<file path="src/rtl/cs_window_ctrl.sv">
// Sliding-window controller: fills a WIN-slot sample buffer, launches one datapath evaluation per window, holds the result.
// One dp_start per full window or slide; input and new evaluations are stalled while Y waits for y_ready.
module cs_window_ctrl #(
   parameter int WIN = 9
) (
   input  logic       clk,
   input  logic       reset,
   input  logic       in_valid,
   input  logic [7:0] in_data,
   output logic       in_ready,
   input  logic       flush,
   output logic       buf_we,
   output logic [3:0] buf_addr,
   output logic [7:0] buf_wdata,
   output logic       dp_start,
   input  logic       dp_done,
   input  logic [9:0] dp_result,
   output logic [9:0] Y,
   output logic       y_valid,
   input  logic       y_ready,
   output logic [3:0] fill_cnt
);

   localparam logic [2:0] S_FILL  = 3'd0;
   localparam logic [2:0] S_START = 3'd1;
   localparam logic [2:0] S_WAIT  = 3'd2;
   localparam logic [2:0] S_HOLD  = 3'd3;
   localparam logic [2:0] S_SLIDE = 3'd4;

   localparam logic [3:0] LP_WIN  = 4'(WIN);
   localparam logic [3:0] LP_LAST = 4'(WIN - 1);

   logic [2:0] r_state;
   logic [3:0] r_wr_ptr;
   logic [3:0] r_fill_cnt;
   logic [9:0] r_y;
   logic       r_y_valid;

   logic       w_in_ready;
   logic       w_accept;
   logic [3:0] w_ptr_next;
   logic [3:0] w_cnt_next;

   // Flush blocks acceptance so the flushed cycle never writes the buffer.
   assign w_in_ready = !reset && !flush && ((r_state == S_FILL) || (r_state == S_SLIDE));
   assign w_accept   = in_valid && w_in_ready;
   assign w_ptr_next = (r_wr_ptr == LP_LAST) ? 4'd0 : r_wr_ptr + 4'd1;
   assign w_cnt_next = (r_fill_cnt == LP_WIN) ? LP_WIN : r_fill_cnt + 4'd1;

   assign in_ready  = w_in_ready;
   assign buf_we    = w_accept;
   assign buf_addr  = r_wr_ptr;
   assign buf_wdata = in_data;
   assign dp_start  = !reset && (r_state == S_START);
   assign Y         = r_y;
   assign y_valid   = r_y_valid;
   assign fill_cnt  = r_fill_cnt;

   always_ff @(posedge clk) begin
      if (reset) begin
         r_state    <= S_FILL;
         r_wr_ptr   <= 4'd0;
         r_fill_cnt <= 4'd0;
         r_y        <= 10'd0;
         r_y_valid  <= 1'b0;
      end else if (flush) begin
         // Y is deliberately kept; only its valid flag is dropped.
         r_state    <= S_FILL;
         r_wr_ptr   <= 4'd0;
         r_fill_cnt <= 4'd0;
         r_y_valid  <= 1'b0;
      end else begin
         if (w_accept) begin
            r_wr_ptr   <= w_ptr_next;
            r_fill_cnt <= w_cnt_next;
         end
         case (r_state)
            S_FILL: begin
               if (w_accept && (w_cnt_next == LP_WIN)) begin
                  r_state <= S_START;
               end
            end
            S_START: begin
               r_state <= S_WAIT;
            end
            S_WAIT: begin
               if (dp_done) begin
                  r_y       <= dp_result;
                  r_y_valid <= 1'b1;
                  r_state   <= S_HOLD;
               end
            end
            S_HOLD: begin
               if (r_y_valid && y_ready) begin
                  r_y_valid <= 1'b0;
                  r_state   <= S_SLIDE;
               end
            end
            S_SLIDE: begin
               if (w_accept) begin
                  r_state <= S_START;
               end
            end
            default: begin
               r_state <= S_FILL;
            end
         endcase
      end
   end

endmodule

</file>
<file path="config.mk">
export PLATFORM = sky130hd
export DESIGN_NAME = cs_window_ctrl
export DESIGN_NICKNAME = d
export VERILOG_FILES = /design/src/rtl/cs_window_ctrl.sv
export SDC_FILE = /design/constraint.sdc
export NUM_CORES = 1
export LEC_CHECK = 0
export ABC_AREA = 1
export BUFFER_PORTS_ARGS = -buffer_cell sky130_fd_sc_hd__buf_4
export CAP_MARGIN = 20
export CORE_MARGIN = 4
export CORE_UTILIZATION = 51
export CTS_BUF_LIST = sky130_fd_sc_hd__clkbuf_4
export CTS_CLUSTER_DIAMETER = 100
export DETAILED_ROUTE_END_ITERATION = 7
export PLACE_DENSITY = 0.83
export SYNTH_ARGS = -nofsm -noshare
export SYNTH_HDL_FRONTEND = slang
export SYNTH_SLANG_ARGS = --single-unit
</file>
<file path="constraint.sdc">
create_clock -name clk -period 2.8 [get_ports clk]
set_clock_uncertainty 0.1 [all_clocks]
set_input_delay 0.56 -clock clk [delete_from_list [all_inputs] [get_ports clk]]
set_output_delay 0.56 -clock clk [all_outputs]
set_load 0.01 [all_outputs]
</file>
== Word-level counts from Yosys, hierarchy flattened ==
Cells that the tools add are included.
Storage, ports and cells
  register bits: 22
  latch bits: 0
  memory bits (writable): 0
  ROM bits: 0
  input bits: 24
  output and inout bits: 30
  word-level logic and storage cells: 44
  memories: 0
Operators by class
  $add $sub $neg: 2
  multiply operators: 0
  divide/modulo/power cells: 0
  order comparisons: 0
  equality and inequality tests: 11
  shifts and indexed selects: 0
  mux-type cells: 10
  bitwise logic cells: 1
  reduce and logical (&&, ||, !) cells: 15
Operators by type and width (number)
  $pmux 3 s5: 1
  $eq 4x4->1 const B: 3
  $mux 3: 4
  $add 4x1->4 const B: 2
  $mux 4: 2
  $eq 3x2->1 const B: 2
  $logic_and 1x1->1: 6
  $ne 2x2->1 const B: 3
  $reduce_and 3->1: 2
  $reduce_and 4->1: 1
  $eq 3x1->1 const B: 1
  $eq 3x3->1 const B: 1
  $logic_not 3->1: 1
  $logic_not 1->1: 2
  $mux 1: 2
  $ne 2x1->1 const B: 1
  $pmux 1 s2: 1
  $reduce_bool 2->1: 1
  $reduce_or 2->1: 1
  $logic_or 1x1->1: 1
  $not 1->1: 1

== Longest topological paths before layout ==
Gate-level depths: netlist of the first run.
  word-level depth: 7
  mapped depth: 7
  mapped depth without buffers: 7

== Worst setup path after synthesis of the first run ==
OpenSTA, ideal clock, no wires.
  kind: in2out
  start point: input reset
  end point: output dp_start
  arrival: 0.936 ns
  data required time: 2.140 ns
  slack: 1.204 ns
  stages: 2
  buffers on the path: 1
  cell sequence: buf_2 -> nor2_1
Between the ends
  cells in the longest elaborated chain, start to end: 2
RTL lines
  from (decl): line 7  | input logic reset,
  $logic_not 1->1: line 54  | assign dp_start = !reset && (r_state == S_START);
  $logic_and 1x1->1: line 54
  to (decl): line 15  | output logic dp_start,
Every way passes these cells.

== Worst setup path in the final report of the first run ==
  start point: input reset
  end point: output buf_we
Between the ends
  cells in the longest elaborated chain, start to end: 4
RTL lines
  $logic_not 1->1: line 45  | assign w_in_ready = !reset && !flush && ((r_state == S_FILL) || (r_state == S_SLIDE));
  $logic_and 1x1->1 (2 in series): line 45
  $logic_and 1x1->1: line 46  | assign w_accept = in_valid && w_in_ready;
  to (decl): line 12  | output logic buf_we,
Every way passes these cells.

==> results of run 1 <==
layout by cell type, fill, tap and decap left out:
cell type  count
a21oi_1        8
inv_2          2
nand2_4        2
ha_1           2
o21ai_2        1
nand2_1       28
inv_1         11
nand3b_1       3
buf_4         37
o21ai_0        3
o21ai_1        1
and3_1         1
nor2_8         2
nand3_2        1
nor2_1         5
nand3_1        8
a31oi_1        1
xnor2_1        2
dfxtp_1       22
a21oi_2       10
nor2_4         2
clkbuf_4       3
nand2_2       10
bufinv_16      1
inv_4          1
nor2_2         3
worst max-delay path, cell delays in order:
cell and delay, ns:
buf_4 0.19, nor2_8 0.18, nand2_4 0.10, nor2_8 0.15, buf_4 0.14
routing by layer:
layer | part of all wire (%) | up-vias | global-route usage [%]
met5 | 0 | - | 0
met2 | 51 | 32 | 30.24
met1 | 40 | 452 | 19.41
li1 | - | 503 | -
met4 | 2.3 | 0 | 6.250
met3 | 6.2 | 10 | 6.294
metrics by stage:
step | instances | total power (W) | hold slack (ns) | setup slack, ns | util [%]
5_1_grt | 197 | 0.0006288 | 0.3769 | 0.7779 | 70.22
3_5_place_dp | 193 | 0.0003721 | 0.3638 | 0.8257 | 67.65
6_report | 197 | 0.0006025 | 0.3813 | 0.8196 | 70.22
4_1_cts | 197 | 0.0006111 | 0.3835 | 0.8240 | 70.22
2_1_floorplan | 139 | 0.0003553 | 0.3861 | 1.204 | -
3_3_place_gp | 193 | 0.0003704 | 0.3578 | 0.8549 | 67.65
how the worst min path moves through the flow:
stage / cells past startpoint / end / from / slack [ns]
finish: 2 / Y[8]$_SDFFE_PP0P_ / Y[8]$_SDFFE_PP0P_ / 0.38
global route: 3 / Y[2]$_SDFFE_PP0P_ / dp_result[2] / 0.38
CTS: 2 / Y[8]$_SDFFE_PP0P_ / Y[8]$_SDFFE_PP0P_ / 0.38
detailed placement: 2 / Y[8]$_SDFFE_PP0P_ / Y[8]$_SDFFE_PP0P_ / 0.36
global placement: 2 / Y[5]$_SDFFE_PP0P_ / Y[5]$_SDFFE_PP0P_ / 0.36
floorplan: 2 / Y[6]$_SDFFE_PP0P_ / Y[6]$_SDFFE_PP0P_ / 0.39
state kept, by name (all words and copies together) (netlist names):
name and cells:
r_state 3, y_valid 1, buf_addr 4, fill_cnt 4, Y 10
cell type report:
type,count,area share [%]
Clock buffer,3,1.571
Clock inverter,1,2.094
Inverter,14,3.839
Multi-Input combinational cell,93,40.05
Sequential cell,22,30.72
Tap cell,27,2.356
Timing Repair Buffer,37,19.37
cells by family (layout without fill, tap and decap cells):
family | Yosys count | count (layout) | synth area share, %
AND/OR/NAND/NOR | 65 | 65 | 32.21
AO/OA/AOI/OAI | 24 | 24 | 14.19
buffers and inverters | 24 | 55 | 11.46
flip-flops | 22 | 22 | 38.43
adder cells (fa/ha/maj) | 2 | 2 | 2.183
XOR/XNOR | 2 | 2 | 1.529
power by group:
part	internal [W]	switching [W]
combinational	0.0000227	0.0000258
clock	0.000145	0.0000924
sequential	0.000314	0.00000237
total	0.000482	0.000121
==> impl_metrics.xml, run 1 <==
<?xml version="1.0" encoding="UTF-8"?>
<metrics>
  <group name="timing">
    <metric name="timing.max_slew.rel_slack" unit="%">54.36</metric>
    <metric name="timing_max_transition_violations_final" unit="">0</metric>
    <metric name="tightestPinTransition" unit="ns">0.6838</metric>
    <metric name="final.period_utilization" unit="%">70.73</metric>
    <metric name="timing.final.crit_period" unit="ns">1.980</metric>
    <metric name="final_hold_viol_count" unit="">0</metric>
    <metric name="grt_setup_unrepaired" unit="">false</metric>
    <metric name="fmaxAchievable" unit="MHz">505.0</metric>
    <metric name="totalNegativeSetupSlack" unit="ns">0</metric>
    <metric name="finalSetupViolations" unit="">0</metric>
  </group>
  <group name="floorplan">
    <metric name="die_height" unit="um">55.41</metric>
    <metric name="initial_utilization" unit="%">56.13</metric>
    <metric name="boundaryPins" unit="">54</metric>
    <metric name="core.rowCount" unit="">16</metric>
    <metric name="placeableCoreArea" unit="sq um">2042</metric>
    <metric name="die_width" unit="um">55.41</metric>
    <metric name="die_area" unit="sq um">3070</metric>
  </group>
  <group name="clock_network">
    <metric name="cts.root.buffer_cell" unit="">clkbuf_4</metric>
    <metric name="tritoncts" unit="">done</metric>
    <metric name="number_of_h_tree_levels" unit="">1</metric>
    <metric name="post_cts.repair.setup_buffers" unit="">0</metric>
    <metric name="cts-root-to-sink-buffers" unit="">2</metric>
    <metric name="tritoncts.num_buffers" unit="">3</metric>
    <metric name="clock_insertion_delay_worst_skew" unit="ns">0.31</metric>
    <metric name="post_cts_resized" unit="">0</metric>
    <metric name="cts.sinks" unit="">22</metric>
    <metric name="clk_pin_slew" unit="ns">0.12</metric>
    <metric name="hold_buffers" unit="">0</metric>
  </group>
  <group name="setup_path">
    <metric name="depth_of_the_worst_register_to_register_path" unit="">6</metric>
    <metric name="critPathKind" unit="">primary input to primary output</metric>
    <metric name="startpoint_type" unit="">primary input</metric>
    <metric name="crit_path_max_fanout" unit="">12</metric>
    <metric name="element_type_at_the_critical_path_end" unit="">primary output</metric>
    <metric name="critical_path_required" unit="ns">2.14</metric>
    <metric name="setup.worst_path.end" unit="">buf_we</metric>
    <metric name="reg2reg_slack" unit="ns">0.94</metric>
    <metric name="r2r-end" unit="">Y[1]$_SDFFE_PP0P_</metric>
    <metric name="worst_r2r_startpoint" unit="">r_state[2]$_SDFFE_PP0P_</metric>
    <metric name="worstSetupStartpoint" unit="">reset</metric>
    <metric name="worst-endpoint-arrival" unit="ns">1.32</metric>
  </group>
  <group name="synthesis">
    <metric name="yosysUniqueCellTypes" unit="">26</metric>
    <metric name="synth.yosys.warnings" unit="">0</metric>
    <metric name="synthFlopType" unit="">dfxtp_1</metric>
    <metric name="synth.net_count" unit="">165</metric>
    <metric name="netlist_instances" unit="">139</metric>
    <metric name="yosys.cell_count.top_type" unit="">nand2_1</metric>
    <metric name="synth.avg_cell_area" unit="sq um">8.245</metric>
    <metric name="syn_area" unit="sq um">1146</metric>
    <metric name="async_reset_ff_share" unit="%">0</metric>
    <metric name="yosys-top-cells-count" unit="">nand2_1, dfxtp_1, inv_1, a21oi_2, nand2_2</metric>
    <metric name="synth.yosys.seq_area_share" unit="%">38.43</metric>
    <metric name="synth-edff-count" unit="">0</metric>
    <metric name="number_of_storage_elements_in_the_synthesis_netlist" unit="">22</metric>
    <metric name="netlist.top_cell.by_area" unit="">dfxtp_1</metric>
    <metric name="synth_area_leaders" unit="">dfxtp_1, nand2_1, a21oi_2</metric>
    <metric name="netlist.area_leader.share" unit="%">38.43</metric>
  </group>
  <group name="finish">
    <metric name="area_added_between_synthesis_and_finish" unit="%">25.11</metric>
    <metric name="layout-drive-gt1-share" unit="%">44.12</metric>
    <metric name="insertedDiodeCount" unit="">0</metric>
    <metric name="fillCellCount" unit="">161</metric>
    <metric name="final-seq-area" unit="sq um">440.4</metric>
    <metric name="final_area" unit="sq um">1434</metric>
    <metric name="multiInputGateArea" unit="sq um">574.3</metric>
    <metric name="nNetsFinal" unit="">197</metric>
  </group>
  <group name="worst_hold_path">
    <metric name="min_path_type" unit="">flop to flop</metric>
  </group>
  <group name="placement">
    <metric name="numPortBuffers" unit="">37</metric>
    <metric name="gp_congestion" unit="">0.7324</metric>
    <metric name="placed_cell_area" unit="sq um">1381</metric>
    <metric name="hpwl" unit="um">1999</metric>
  </group>
  <group name="routing">
    <metric name="drtPass1Iterations" unit="">4</metric>
    <metric name="via_per_inst" unit="">5.061</metric>
    <metric name="number_of_drc_violations_after_detailed_routing_iteration_0" unit="">14</metric>
    <metric name="wl" unit="um">2558</metric>
    <metric name="avgRoutedWirePerCell" unit="um">12.98</metric>
    <metric name="drt_drc_violations_left" unit="">0</metric>
    <metric name="via_count" unit="">997</metric>
    <metric name="route.antenna.remaining_nets" unit="">0</metric>
  </group>
  <group name="global_route">
    <metric name="grt_start_max_net_pins" unit="">14</metric>
    <metric name="antenna_violations_before_repair" unit="">0</metric>
    <metric name="number_of_global_route_vias_before_repair" unit="">976</metric>
    <metric name="first_pass_grt_wire_length" unit="um">4374</metric>
    <metric name="overflow" unit="">0</metric>
    <metric name="grt.total_usage" unit="%">17.43</metric>
  </group>
  <group name="outcome">
    <metric name="status" unit="">finished clean</metric>
  </group>
  <group name="power_and_ir_drop">
    <metric name="vdd_drop_max" unit="mV">0.4086</metric>
    <metric name="pwr_density_cell" unit="nW/um^2">420.2</metric>
    <metric name="p_leak" unit="nW">0.6227</metric>
  </group>
  <group name="job">
    <metric name="max_cap_violations" unit="">0</metric>
  </group>
</metrics>
Note: power is estimated with default switching activity, not from simulation.
==> inputs of run 2 (changes only) <==
--- a/config.mk
+++ b/config.mk
@@ -5,15 +5,15 @@
 export SDC_FILE = /design/constraint.sdc
 export NUM_CORES = 1
 export LEC_CHECK = 0
-export ABC_AREA = 1
+export ABC_AREA = 0
 export BUFFER_PORTS_ARGS = -buffer_cell sky130_fd_sc_hd__buf_4
 export CAP_MARGIN = 20
 export CORE_MARGIN = 4
-export CORE_UTILIZATION = 51
+export CORE_UTILIZATION = 42
 export CTS_BUF_LIST = sky130_fd_sc_hd__clkbuf_4
 export CTS_CLUSTER_DIAMETER = 100
 export DETAILED_ROUTE_END_ITERATION = 7
-export PLACE_DENSITY = 0.83
+export PLACE_DENSITY = 0.74
 export SYNTH_ARGS = -nofsm -noshare
 export SYNTH_HDL_FRONTEND = slang
 export SYNTH_SLANG_ARGS = --single-unit
==> constraint.sdc (replaced) <==
create_clock -name clk -period 1.8 [get_ports clk]
set_clock_uncertainty 0.1 [all_clocks]
set_input_delay 0.36 -clock clk [delete_from_list [all_inputs] [get_ports clk]]
set_output_delay 0.36 -clock clk [all_outputs]
set_load 0.01 [all_outputs]
==> run 2 against run 1 <==
- the flow now finishes with violations (negative setup slack)
- sequential cell count is the same
- final area grew 3.6%
- highest routed layer unchanged
- largest power group unchanged
- synthesized area shrank 7.6%
- combinational power grew 96%
- sequential power grew 55%
- wire length grew 9.9%
==> impl_metrics.xml, run 2 <==
<?xml version="1.0" encoding="UTF-8"?>
<metrics>
  <group name="timing">
    <metric name="finalSetupViolations" unit="">2</metric>
    <metric name="final.period_utilization" unit="%">106.9</metric>
    <metric name="timing.final.ws_setup" unit="ns">-0.1236</metric>
    <metric name="timing.final.crit_period" unit="ns">1.924</metric>
    <metric name="final_hold_viol_count" unit="">0</metric>
    <metric name="grt_setup_unrepaired" unit="">true</metric>
    <metric name="timing.max_slew.rel_slack" unit="%">78.31</metric>
    <metric name="tightestPinTransition" unit="ns">0.3172</metric>
    <metric name="fmaxAchievable" unit="MHz">519.9</metric>
    <metric name="timing_max_transition_violations_final" unit="">0</metric>
  </group>
  <group name="floorplan">
    <metric name="core.rowCount" unit="">17</metric>
    <metric name="die_height" unit="um">58.20</metric>
    <metric name="initial_utilization" unit="%">46.08</metric>
    <metric name="boundaryPins" unit="">54</metric>
    <metric name="die_area" unit="sq um">3387</metric>
    <metric name="placeableCoreArea" unit="sq um">2297</metric>
    <metric name="die_width" unit="um">58.20</metric>
  </group>
  <group name="finish">
    <metric name="nNetsFinal" unit="">194</metric>
    <metric name="layout-drive-gt1-share" unit="%">39.52</metric>
    <metric name="layout.cells.most_common" unit="">buf_4</metric>
    <metric name="area_added_between_synthesis_and_finish" unit="%">40.31</metric>
    <metric name="insertedDiodeCount" unit="">0</metric>
    <metric name="mostFrequentLayoutCells" unit="">buf_4, dfxtp_1, o21ai_0</metric>
    <metric name="largest_reg_flops" unit="">10</metric>
    <metric name="fillCellCount" unit="">183</metric>
    <metric name="final_area" unit="sq um">1485</metric>
  </group>
  <group name="placement">
    <metric name="gp_congestion" unit="">0.8112</metric>
    <metric name="preCtsSetupSlack" unit="ns">0.003066</metric>
    <metric name="placed_cell_area" unit="sq um">1370</metric>
    <metric name="hpwl" unit="um">1952</metric>
    <metric name="numPortBuffers" unit="">37</metric>
  </group>
  <group name="power_and_ir_drop">
    <metric name="p_leak" unit="nW">0.6520</metric>
    <metric name="power_total" unit="W">0.0009756</metric>
    <metric name="pwr_density_cell" unit="nW/um^2">656.9</metric>
    <metric name="vdd_drop_max" unit="mV">0.5217</metric>
  </group>
  <group name="clock_network">
    <metric name="clk_pin_slew" unit="ns">0.14</metric>
    <metric name="tritoncts.num_buffers" unit="">3</metric>
    <metric name="cts-root-to-sink-buffers" unit="">2</metric>
    <metric name="cts.sinks" unit="">22</metric>
    <metric name="hold_buffers" unit="">0</metric>
    <metric name="cts.root.buffer_cell" unit="">clkbuf_4</metric>
    <metric name="clock_insertion_delay_worst_skew" unit="ns">0.32</metric>
    <metric name="tritoncts" unit="">done</metric>
    <metric name="number_of_h_tree_levels" unit="">1</metric>
  </group>
  <group name="worst_hold_path">
    <metric name="min_path_type" unit="">primary input to flop</metric>
  </group>
  <group name="global_route">
    <metric name="grt_start_max_net_pins" unit="">14</metric>
    <metric name="first_pass_grt_wire_length" unit="um">4767</metric>
    <metric name="overflow" unit="">0</metric>
    <metric name="number_of_global_route_vias_before_repair" unit="">1005</metric>
    <metric name="antenna_violations_before_repair" unit="">0</metric>
    <metric name="grt.total_usage" unit="%">17.99</metric>
  </group>
  <group name="synthesis">
    <metric name="synth_compound_area_share" unit="%">22.46</metric>
    <metric name="yosysUniqueCellTypes" unit="">38</metric>
    <metric name="number_of_storage_elements_in_the_synthesis_netlist" unit="">22</metric>
    <metric name="yosys-mux-area-fraction" unit="%">1.891</metric>
    <metric name="adder_and_majority_gate_portion_of_the_synthesized_area" unit="%">2.364</metric>
    <metric name="synth.yosys.seq_area_share" unit="%">41.61</metric>
    <metric name="largest_family_of_logic_cells_by_synthesized_area" unit="">compound AO/OA/AOI/OAI gates</metric>
    <metric name="syn_area" unit="sq um">1059</metric>
    <metric name="netlist.area_leader.share" unit="%">41.61</metric>
    <metric name="async_reset_ff_share" unit="%">0</metric>
    <metric name="synthSimpleGateAreaFrac" unit="%">20.57</metric>
    <metric name="synth-xor-area-share" unit="%">0</metric>
    <metric name="synth-edff-count" unit="">0</metric>
    <metric name="yosys-top-cells-count" unit="">dfxtp_1, o21ai_0, a21oi_1, nand3_1</metric>
    <metric name="netlist_instances" unit="">125</metric>
    <metric name="yosys.cell_count.top_type" unit="">dfxtp_1</metric>
    <metric name="netlist.top_cell.by_area" unit="">dfxtp_1</metric>
    <metric name="synth_area_leaders" unit="">dfxtp_1, o21ai_0, a21oi_1</metric>
    <metric name="synth.net_count" unit="">151</metric>
    <metric name="synth.avg_cell_area" unit="sq um">8.468</metric>
    <metric name="synth.yosys.warnings" unit="">0</metric>
    <metric name="synthFlopType" unit="">dfxtp_1</metric>
  </group>
  <group name="setup_path">
    <metric name="timing.critical_path.max_delay_family" unit="">simple AND/OR/NAND/NOR gates</metric>
    <metric name="max_stage_delay" unit="ns">0.50</metric>
    <metric name="critical_path_required" unit="ns">1.34</metric>
    <metric name="worst-endpoint-arrival" unit="ns">1.46</metric>
    <metric name="timing.critical_path.cells" unit="">or4_4, inv_4, nand2_4, inv_4, buf_6</metric>
    <metric name="startpoint_type" unit="">flop</metric>
    <metric name="crit_path_max_fanout" unit="">3</metric>
    <metric name="element_type_at_the_critical_path_end" unit="">primary output</metric>
    <metric name="cp_num_buf_inv" unit="">3</metric>
    <metric name="critPathKind" unit="">flop to primary output</metric>
    <metric name="worst_path_most_repeated_cell" unit="">inv_4</metric>
    <metric name="timing.critical_path.slowest_stage_cell" unit="">or4_4</metric>
  </group>
  <group name="routing">
    <metric name="routed.top_layer" unit="">met4</metric>
    <metric name="drt-met1-wl" unit="um">1206</metric>
    <metric name="avgRoutedWirePerCell" unit="um">14.42</metric>
    <metric name="met2_wirelength" unit="um">1442</metric>
    <metric name="wl" unit="um">2812</metric>
    <metric name="drt_drc_violations_left" unit="">0</metric>
    <metric name="detailroute.wirelength.met3" unit="um">128</metric>
    <metric name="via_per_inst" unit="">5.538</metric>
    <metric name="number_of_drc_violations_after_detailed_routing_iteration_0" unit="">44</metric>
    <metric name="via_count" unit="">1080</metric>
    <metric name="drtPass1Iterations" unit="">4</metric>
    <metric name="route.antenna.remaining_nets" unit="">0</metric>
  </group>
  <group name="outcome">
    <metric name="failed_checks" unit="">negative setup slack</metric>
    <metric name="status" unit="">finished, violations left</metric>
  </group>
  <group name="job">
    <metric name="max_cap_violations" unit="">0</metric>
  </group>
</metrics>
[run 2: cell types whose count changed in the layout (fill, tap and decap cells not counted), sizes merged, moves of 3 or more]
| cell | delta |
|---|---|
| nand3 | +4 |
| buf | +15 |
| nor2 | -8 |
| nand2 | -35 |
| o21ai | +9 |
| a21oi | -5 |
| inv | -5 |
| nand3b | -3 |
[run 2: area by class of cell]
| class | instances | area (sq um) | area share (%) |
|---|---|---|---|
| clock inverters | 1 | 30.03 | 2.022 |
| well taps | 28 | 35.03 | 2.359 |
| clock buffers | 3 | 22.52 | 1.516 |
| inverters | 9 | 38.79 | 2.612 |
| multi-input cells | 80 | 514.2 | 34.63 |
| flip-flops and latches | 22 | 442.9 | 29.82 |
| repair buffers | 52 | 401.6 | 27.04 |
[run 2: where the power goes]
| group | switching, W | internal (W) |
|---|---|---|
| combinational | 0.0000445 | 0.0000507 |
| clock | 0.000163 | 0.000225 |
| sequential | 0.00000264 | 0.000489 |
| total | 0.000210 | 0.000765 |
[run 2: stage by stage]
stage	util [%]	TNS (ns)	hold WS (ns)	std cells
2_1_floorplan	-	0	0.3984	125
3_3_place_gp	59.64	0	0.3617	187
3_5_place_dp	59.64	0	0.3680	187
4_1_cts	64.05	-0.2832	0.1777	195
5_1_grt	64.65	-0.3512	0.1593	195
6_report	64.65	-0.2207	0.1817	195
[run 2: path summary, 6_finish.rpt]
| path | endpoint | slack, ns | from | cells after the start |
|---|---|---|---|---|
| min reg2reg | Y[0]$_SDFFE_PP0P_ | 0.39 | Y[0]$_SDFFE_PP0P_ | 2 |
| max reg2reg | fill_cnt[2]$_SDFFE_PP0P_ | 0.03 | r_state[0]$_SDFFE_PP0P_ | 5 |
| max | buf_we | -0.12 | r_state[0]$_SDFFE_PP0P_ | 5 |
| min | Y[5]$_SDFFE_PP0P_ | 0.18 | dp_result[5] | 3 |
[run 2: repair_timing]
item | 4_1_cts | 5_1_grt
resized for setup | 8 | 3
pin swaps | 1 | 3
buffers inserted | 4 | 1
endpoints found under the setup margin | 2 | 6
[run 2: metal layers]
layer,global-route usage [%],vias to the layer above
li1,-,528
met1,23.38,509
met2,29.52,39
met3,3.118,4
met4,6.954,0
met5,0,-
[run 2: worst register-to-register path: stages (launching register included)]
cell	delay [ns]
dfxtp_2	0.34
or4_4	0.50
buf_4	0.16
buf_4	0.14
or3_1	0.35
a21oi_1	0.13
[run 2: logic make-up (layout without fill, tap and decap cells)]
family	after synthesis	count (layout)
AND/OR/NAND/NOR	37	37
flip-flops	22	22
AO/OA/AOI/OAI	39	39
buffers and inverters	23	65
adder cells (fa/ha/maj)	2	2
multiplexers	2	2
